==> src/rtl/apb3_pkg.sv <==
// Shared types and constants for the APB3 master bridge and its helpers.
// The response flag positions are used by the bridge to pack error/timeout flags.
package apb3_pkg;

  localparam int APB_ADDR_W = 16;
  localparam int APB_DATA_W = 32;

  typedef enum logic [1:0] {
    IDLE   = 2'd0,
    SETUP  = 2'd1,
    ACCESS = 2'd2,
    RESP   = 2'd3
  } state_t;

  localparam int RSP_ERR_BIT = 0;
  localparam int RSP_TMO_BIT = 1;
  localparam int RSP_FLAG_W  = 2;

  // A limit of 0 still needs a one-bit counter so the ports stay legal.
  function automatic int cnt_width(input int limit);
    if (limit < 1) return 1;
    return $clog2(limit + 1);
  endfunction

endpackage

==> src/rtl/apb3_timeout_counter.sv <==
// Saturating wait counter for bus masters: clear has priority, counts on enable.
// o_last flags that one more enabled cycle reaches LIMIT; LIMIT=0 keeps both flags low.
module apb3_timeout_counter
  import apb3_pkg::*;
#(
  parameter int LIMIT = 255
) (
  input  logic i_clk,
  input  logic i_rst,
  input  logic i_clear,
  input  logic i_enable,
  output logic o_last,
  output logic o_expired
);

  localparam int W = cnt_width(LIMIT);
  localparam logic [W-1:0] SAT = (LIMIT == 0) ? {W{1'b1}} : W'(LIMIT);
  localparam logic [W-1:0] PRE = SAT - 1'b1;

  logic [W-1:0] r_count;

  always_ff @(posedge i_clk or posedge i_rst) begin
    if (i_rst) begin
      r_count <= '0;
    end else if (i_clear) begin
      r_count <= '0;
    end else if (i_enable && (r_count != SAT)) begin
      r_count <= r_count + 1'b1;
    end
  end

  assign o_last    = (LIMIT != 0) && (r_count == PRE);
  assign o_expired = (LIMIT != 0) && (r_count == SAT);

endmodule

==> src/rtl/apb3_master_bridge.sv <==
// APB3 initiator: one valid/ready command becomes one SETUP/ACCESS transfer, result on a held response.
// Accept at N, PSEL at N+1, PENABLE at N+2, rsp_valid at N+3 or later; cmd_ready low until response taken.
module apb3_master_bridge
  import apb3_pkg::*;
#(
  parameter int ADDR_WIDTH     = APB_ADDR_W,
  parameter int DATA_WIDTH     = APB_DATA_W,
  parameter int TIMEOUT_CYCLES = 255
) (
  input  logic                  io_apb_PCLK,
  input  logic                  io_apb_PRESET,
  input  logic                  cmd_valid,
  output logic                  cmd_ready,
  input  logic                  cmd_write,
  input  logic [ADDR_WIDTH-1:0] cmd_addr,
  input  logic [DATA_WIDTH-1:0] cmd_wdata,
  output logic                  rsp_valid,
  input  logic                  rsp_ready,
  output logic [DATA_WIDTH-1:0] rsp_rdata,
  output logic                  rsp_error,
  output logic                  rsp_timeout,
  output logic [ADDR_WIDTH-1:0] io_apb_PADDR,
  output logic [0:0]            io_apb_PSEL,
  output logic                  io_apb_PENABLE,
  output logic                  io_apb_PWRITE,
  output logic [DATA_WIDTH-1:0] io_apb_PWDATA,
  input  logic                  io_apb_PREADY,
  input  logic [DATA_WIDTH-1:0] io_apb_PRDATA,
  input  logic                  io_apb_PSLVERROR
);

  state_t                  r_state;
  logic                    r_psel;
  logic                    r_penable;
  logic                    r_pwrite;
  logic [ADDR_WIDTH-1:0]   r_paddr;
  logic [DATA_WIDTH-1:0]   r_pwdata;
  logic                    r_rsp_valid;
  logic [DATA_WIDTH-1:0]   r_rsp_rdata;
  logic [RSP_FLAG_W-1:0]   r_rsp_flags;

  logic w_accept;
  logic w_cnt_clear;
  logic w_cnt_enable;
  logic w_cnt_last;
  logic w_cnt_expired;
  logic w_abort;

  assign w_accept     = (r_state == IDLE) && cmd_valid;
  assign w_cnt_clear  = w_accept;
  assign w_cnt_enable = (r_state == ACCESS) && !io_apb_PREADY;
  // Abort only on a wait cycle, so a PREADY in the trigger cycle still completes.
  assign w_abort      = w_cnt_enable && (w_cnt_last || w_cnt_expired);

  apb3_timeout_counter #(
    .LIMIT (TIMEOUT_CYCLES)
  ) u_wait_cnt (
    .i_clk     (io_apb_PCLK),
    .i_rst     (io_apb_PRESET),
    .i_clear   (w_cnt_clear),
    .i_enable  (w_cnt_enable),
    .o_last    (w_cnt_last),
    .o_expired (w_cnt_expired)
  );

  always_ff @(posedge io_apb_PCLK or posedge io_apb_PRESET) begin
    if (io_apb_PRESET) begin
      r_state     <= IDLE;
      r_psel      <= 1'b0;
      r_penable   <= 1'b0;
      r_pwrite    <= 1'b0;
      r_paddr     <= '0;
      r_pwdata    <= '0;
      r_rsp_valid <= 1'b0;
      r_rsp_rdata <= '0;
      r_rsp_flags <= '0;
    end else begin
      case (r_state)
        IDLE: begin
          if (w_accept) begin
            r_paddr  <= cmd_addr;
            r_pwdata <= cmd_wdata;
            r_pwrite <= cmd_write;
            r_psel   <= 1'b1;
            r_state  <= SETUP;
          end
        end
        SETUP: begin
          r_penable <= 1'b1;
          r_state   <= ACCESS;
        end
        ACCESS: begin
          if (io_apb_PREADY) begin
            r_rsp_rdata              <= r_pwrite ? '0 : io_apb_PRDATA;
            r_rsp_flags[RSP_ERR_BIT] <= io_apb_PSLVERROR;
            r_rsp_flags[RSP_TMO_BIT] <= 1'b0;
            r_psel                   <= 1'b0;
            r_penable                <= 1'b0;
            r_rsp_valid              <= 1'b1;
            r_state                  <= RESP;
          end else if (w_abort) begin
            r_rsp_rdata              <= '0;
            r_rsp_flags[RSP_ERR_BIT] <= 1'b1;
            r_rsp_flags[RSP_TMO_BIT] <= 1'b1;
            r_psel                   <= 1'b0;
            r_penable                <= 1'b0;
            r_rsp_valid              <= 1'b1;
            r_state                  <= RESP;
          end
        end
        RESP: begin
          if (rsp_ready) begin
            r_rsp_valid <= 1'b0;
            r_state     <= IDLE;
          end
        end
        default: r_state <= IDLE;
      endcase
    end
  end

  assign cmd_ready      = (r_state == IDLE);
  assign rsp_valid      = r_rsp_valid;
  assign rsp_rdata      = r_rsp_rdata;
  assign rsp_error      = r_rsp_flags[RSP_ERR_BIT];
  assign rsp_timeout    = r_rsp_flags[RSP_TMO_BIT];
  assign io_apb_PADDR   = r_paddr;
  assign io_apb_PSEL    = r_psel;
  assign io_apb_PENABLE = r_penable;
  assign io_apb_PWRITE  = r_pwrite;
  assign io_apb_PWDATA  = r_pwdata;

endmodule

==> config.mk <==
export PLATFORM = sky130hd
export DESIGN_NAME = apb3_master_bridge
export DESIGN_NICKNAME = d
export VERILOG_FILES = /design/src/rtl/apb3_pkg.sv /design/src/rtl/apb3_timeout_counter.sv /design/src/rtl/apb3_master_bridge.sv
export SDC_FILE = /design/constraint.sdc
export NUM_CORES = 1
export LEC_CHECK = 0
export CAP_MARGIN = 25
export CORE_MARGIN = 5
export CORE_UTILIZATION = 41
export DETAILED_ROUTE_END_ITERATION = 8
export HOLD_SLACK_MARGIN = 0.03
export PLACE_DENSITY = 0.79
export SLEW_MARGIN = 5
export SYNTH_ARGS = -nofsm -noshare
export SYNTH_HDL_FRONTEND = slang
export SYNTH_SLANG_ARGS = --single-unit
==> constraint.sdc <==
create_clock -name io_apb_PCLK -period 5.3 [get_ports io_apb_PCLK]
set_clock_uncertainty 0.1 [all_clocks]
set_input_delay 1.59 -clock io_apb_PCLK [delete_from_list [all_inputs] [get_ports io_apb_PCLK]]
set_output_delay 1.59 -clock io_apb_PCLK [all_outputs]
set_load 0.01 [all_outputs]
==> flow_metrics.env <==
export IMPL_total_power_mw=3.26
export IMPL_reg2reg_setup_slack_ns=3.21
export IMPL_fmax_ghz=0.294
export IMPL_syn_nets=461
export IMPL_maxSlewViolCount=0
export IMPL_coreArea_mm2=0.00920
export IMPL_dieArea_mm2=0.0114
export IMPL_synth_compound_area_frac=0.109
export IMPL_grt_pass1_wl_um=17400
export IMPL_synthCells=369
export IMPL_area_delta_synth_final_pct=53.3
export IMPL_drtAntennaViolNets=0
export IMPL_hold_path_startpoint="io_apb_PWDATA[8]$_DFFE_PP0P_"
export IMPL_track_usage=0.191
export IMPL_cts_tree="done"
export IMPL_num_antenna_cells=0
export IMPL_cts_buffer_depth=2
export IMPL_dp_hpwl_um=7610
export IMPL_grt_pass1_vias=3425
export IMPL_finalCriticalPeriod_ns=3.41
export IMPL_clkSinkCount=96
export IMPL_die_y_um=107
export IMPL_path_class="reg -> out"
export IMPL_gr_total_overflow=0
export IMPL_final_nets=631
export IMPL_fin_crit_sh=0.643
export IMPL_clock_latency_ns=0.35
export IMPL_synth_seq_cells=96
export IMPL_min_delay_path_depth=2
export IMPL_r2r_start="r_state[0]$_DFFE_PP0P_"
export IMPL_p_leak_nw=2.73
export IMPL_cts_buffers=9
export IMPL_vias_per_cell=4.91
export IMPL_final_util=0.639
export IMPL_rows=35
export IMPL_reg2reg_depth=6
export IMPL_min_to="io_apb_PWDATA[8]$_DFFE_PP0P_"
export IMPL_cp_start_kind="register"
export IMPL_slew_limit_headroom=0.465
export IMPL_synth_top_family_by_area="simple AND/OR/NAND/NOR gates"
export IMPL_max_cap_viol_count=0
export IMPL_dp_cells=637
export IMPL_required_ns=3.61
export IMPL_cts_root_buf="clkbuf_8"
export IMPL_status="completed"
export IMPL_first_pass_iters=4
export IMPL_synth_edff_count=0
export IMPL_die_width_um=107
export IMPL_crit_chain="inv_1, ha_1, clkdlybuf4s50_1"
export IMPL_fillers=763
export IMPL_power_density_mw_per_mm2=555
export IMPL_synth_area_mm2=0.00383
export IMPL_route_detailed_drc=0
export IMPL_drt_wl_total_um=10500
export IMPL_synth_cell_type_count=33
export IMPL_htreeDepth=3
export IMPL_synth_fa_ha_area_frac=0.0163
export IMPL_synth_area_mux_share=0.00849
export IMPL_grt_max_degree=67
export IMPL_arrival_ns=1.72
export IMPL_crit_path_end_kind="output port"
export IMPL_clk_pin_slew_ns=0.09
export IMPL_r2r_end="rsp_rdata[4]$_DFFE_PP0P_"
export IMPL_final_cell_mix="clkdlybuf4s50_1 (173), nand2_1 (154), dfrtp_1 (96)"
export IMPL_drt_iter0_drc=125
export IMPL_synth_warnings=0
export IMPL_ctsResizeCount=0
export IMPL_final_setup_viol_count=0
export IMPL_cp_max_fo=6
export IMPL_seq_area_frac_synth=0.627
export IMPL_gp_congestion=0.753
export IMPL_hp_class="reg -> reg"
export IMPL_irDropWorstVdd_uv=261
export IMPL_wl_per_cell_um=16.0
export IMPL_synth_simple_area_share=0.198
export IMPL_setup_tns_ns=0
export IMPL_worstMarginPinSlew_ns=0.802
export IMPL_post_cts_buffers=0
export IMPL_critPathSlowestCell="clkdlybuf4s50_1"
export IMPL_rsz0062_at_grt="no"
export IMPL_drive_gt1_frac=0.0534
export IMPL_cp_slowest_stage_delay_ns=0.59
export IMPL_async_reset_ff_frac=1.00
export IMPL_instances_no_fill=654
export IMPL_cts_hold_buf=0
export IMPL_syn_avg_cell_area_um2=10.4
export IMPL_final_common_cell="clkdlybuf4s50_1"
export IMPL_vias=3214
export IMPL_synthFlopType="dfrtp_1"
export IMPL_antenna_found_initial=0
export IMPL_io_buffers=173
export IMPL_initial_utilization=0.417
export IMPL_hold_violations=0
export IMPL_synthXorXnorAreaFrac=0.00686
export IMPL_pin_count=174
-- final cells by class --
type / instances / area (µm²) / share of cell area
Clock buffer: 10 / 138 / 0.0234
Clock inverter: 5 / 56.3 / 0.00958
Inverter: 8 / 32.5 / 0.00554
Multi-Input combinational cell: 246 / 1310 / 0.222
Sequential cell: 96 / 2400 / 0.409
Tap cell: 111 / 139 / 0.0236
Timing Repair Buffer: 178 / 1800 / 0.307
-- kinds of logic (layout without fill, tap and decap cells) --
kind of cell	Yosys count	after routing
mux	3	3
fa+ha+maj	5	5
flops	96	96
compound gates	52	52
simple gates	183	183
buf+inv	27	201
xor+xnor	3	3
-- state kept, by name, summed over array words and instances (netlist names) --
signal	flops
io_apb_PWDATA	32
rsp_rdata	32
io_apb_PADDR	16
u_wait_cnt.r_count	8
r_rsp_flags	2
r_state	2
io_apb_PENABLE	1
io_apb_PSEL	1
io_apb_PWRITE	1
rsp_valid	1
-- routing by layer --
layer  wire length (µm)  track usage  vias up
li1                   -            -     1547
met1               4370        0.229     1522
met2               4900        0.316      130
met3               1010       0.0759       15
met4                185       0.0612        0
met5                  0            0        -
-- worst max-delay path, delay by kind of cell (launching register included) --
kind | cells | cell delay (ns)
buffers and inverters | 2 | 0.69
DFF | 1 | 0.39
adders and majority gates | 1 | 0.29
-- Yosys cell counts (2+ instances only) --
cell type / number / area share
xnor2_1: 3 / 0.0069
and4_1: 2 / 0.0046
a21oi_1: 7 / 0.0091
nand2_1: 155 / 0.15
ha_1: 5 / 0.016
clkbuf_1: 13 / 0.013
nor3_1: 4 / 0.0052
and2_1: 2 / 0.0033
inv_1: 8 / 0.0078
mux2_2: 2 / 0.0059
nand3_1: 3 / 0.0039
nand2b_1: 2 / 0.0033
nor2_1: 6 / 0.0059
a22o_1: 34 / 0.078
a211oi_1: 2 / 0.0039
dfrtp_1: 96 / 0.63
buf_6: 3 / 0.0088
a31oi_1: 4 / 0.0065
buf_4: 2 / 0.0039
o21ai_0: 2 / 0.0026
nor2b_1: 2 / 0.0033
-- worst max path at each step --
stage                                                    to  cells after the start                    from
after floorplan                 io_apb_PADDR[0]$_DFFE_PP0P_                      1           io_apb_PRESET
after global placement            rsp_rdata[23]$_DFFE_PP0P_                      3           io_apb_PREADY
after detailed placement  u_wait_cnt.r_count[2]$_DFFE_PP0P_                      3               cmd_valid
after CTS                                         cmd_ready                      3  r_state[0]$_DFFE_PP0P_
after global routing                              cmd_ready                      3  r_state[0]$_DFFE_PP0P_
final                                             cmd_ready                      3  r_state[0]$_DFFE_PP0P_
-- where the power goes --
group	internal, mW	switching (mW)
registers	1.06	0.199
logic	0.853	0.667
clock network	0.229	0.249
-- through the flow --
| step | hold slack, ns | cell area, µm² | setup WS (ns) |
|---|---|---|---|
| finish | 0.377 | 5880 | 1.89 |
| global route | 0.399 | 5880 | 1.79 |
| CTS | 0.383 | 5840 | 1.87 |
| detailed placement | 0.362 | 5640 | 1.88 |
| global placement | 0.357 | 5630 | 1.71 |
| floorplan | 0.357 | 3830 | 1.10 |
Power figures use the tool's default switching activity.
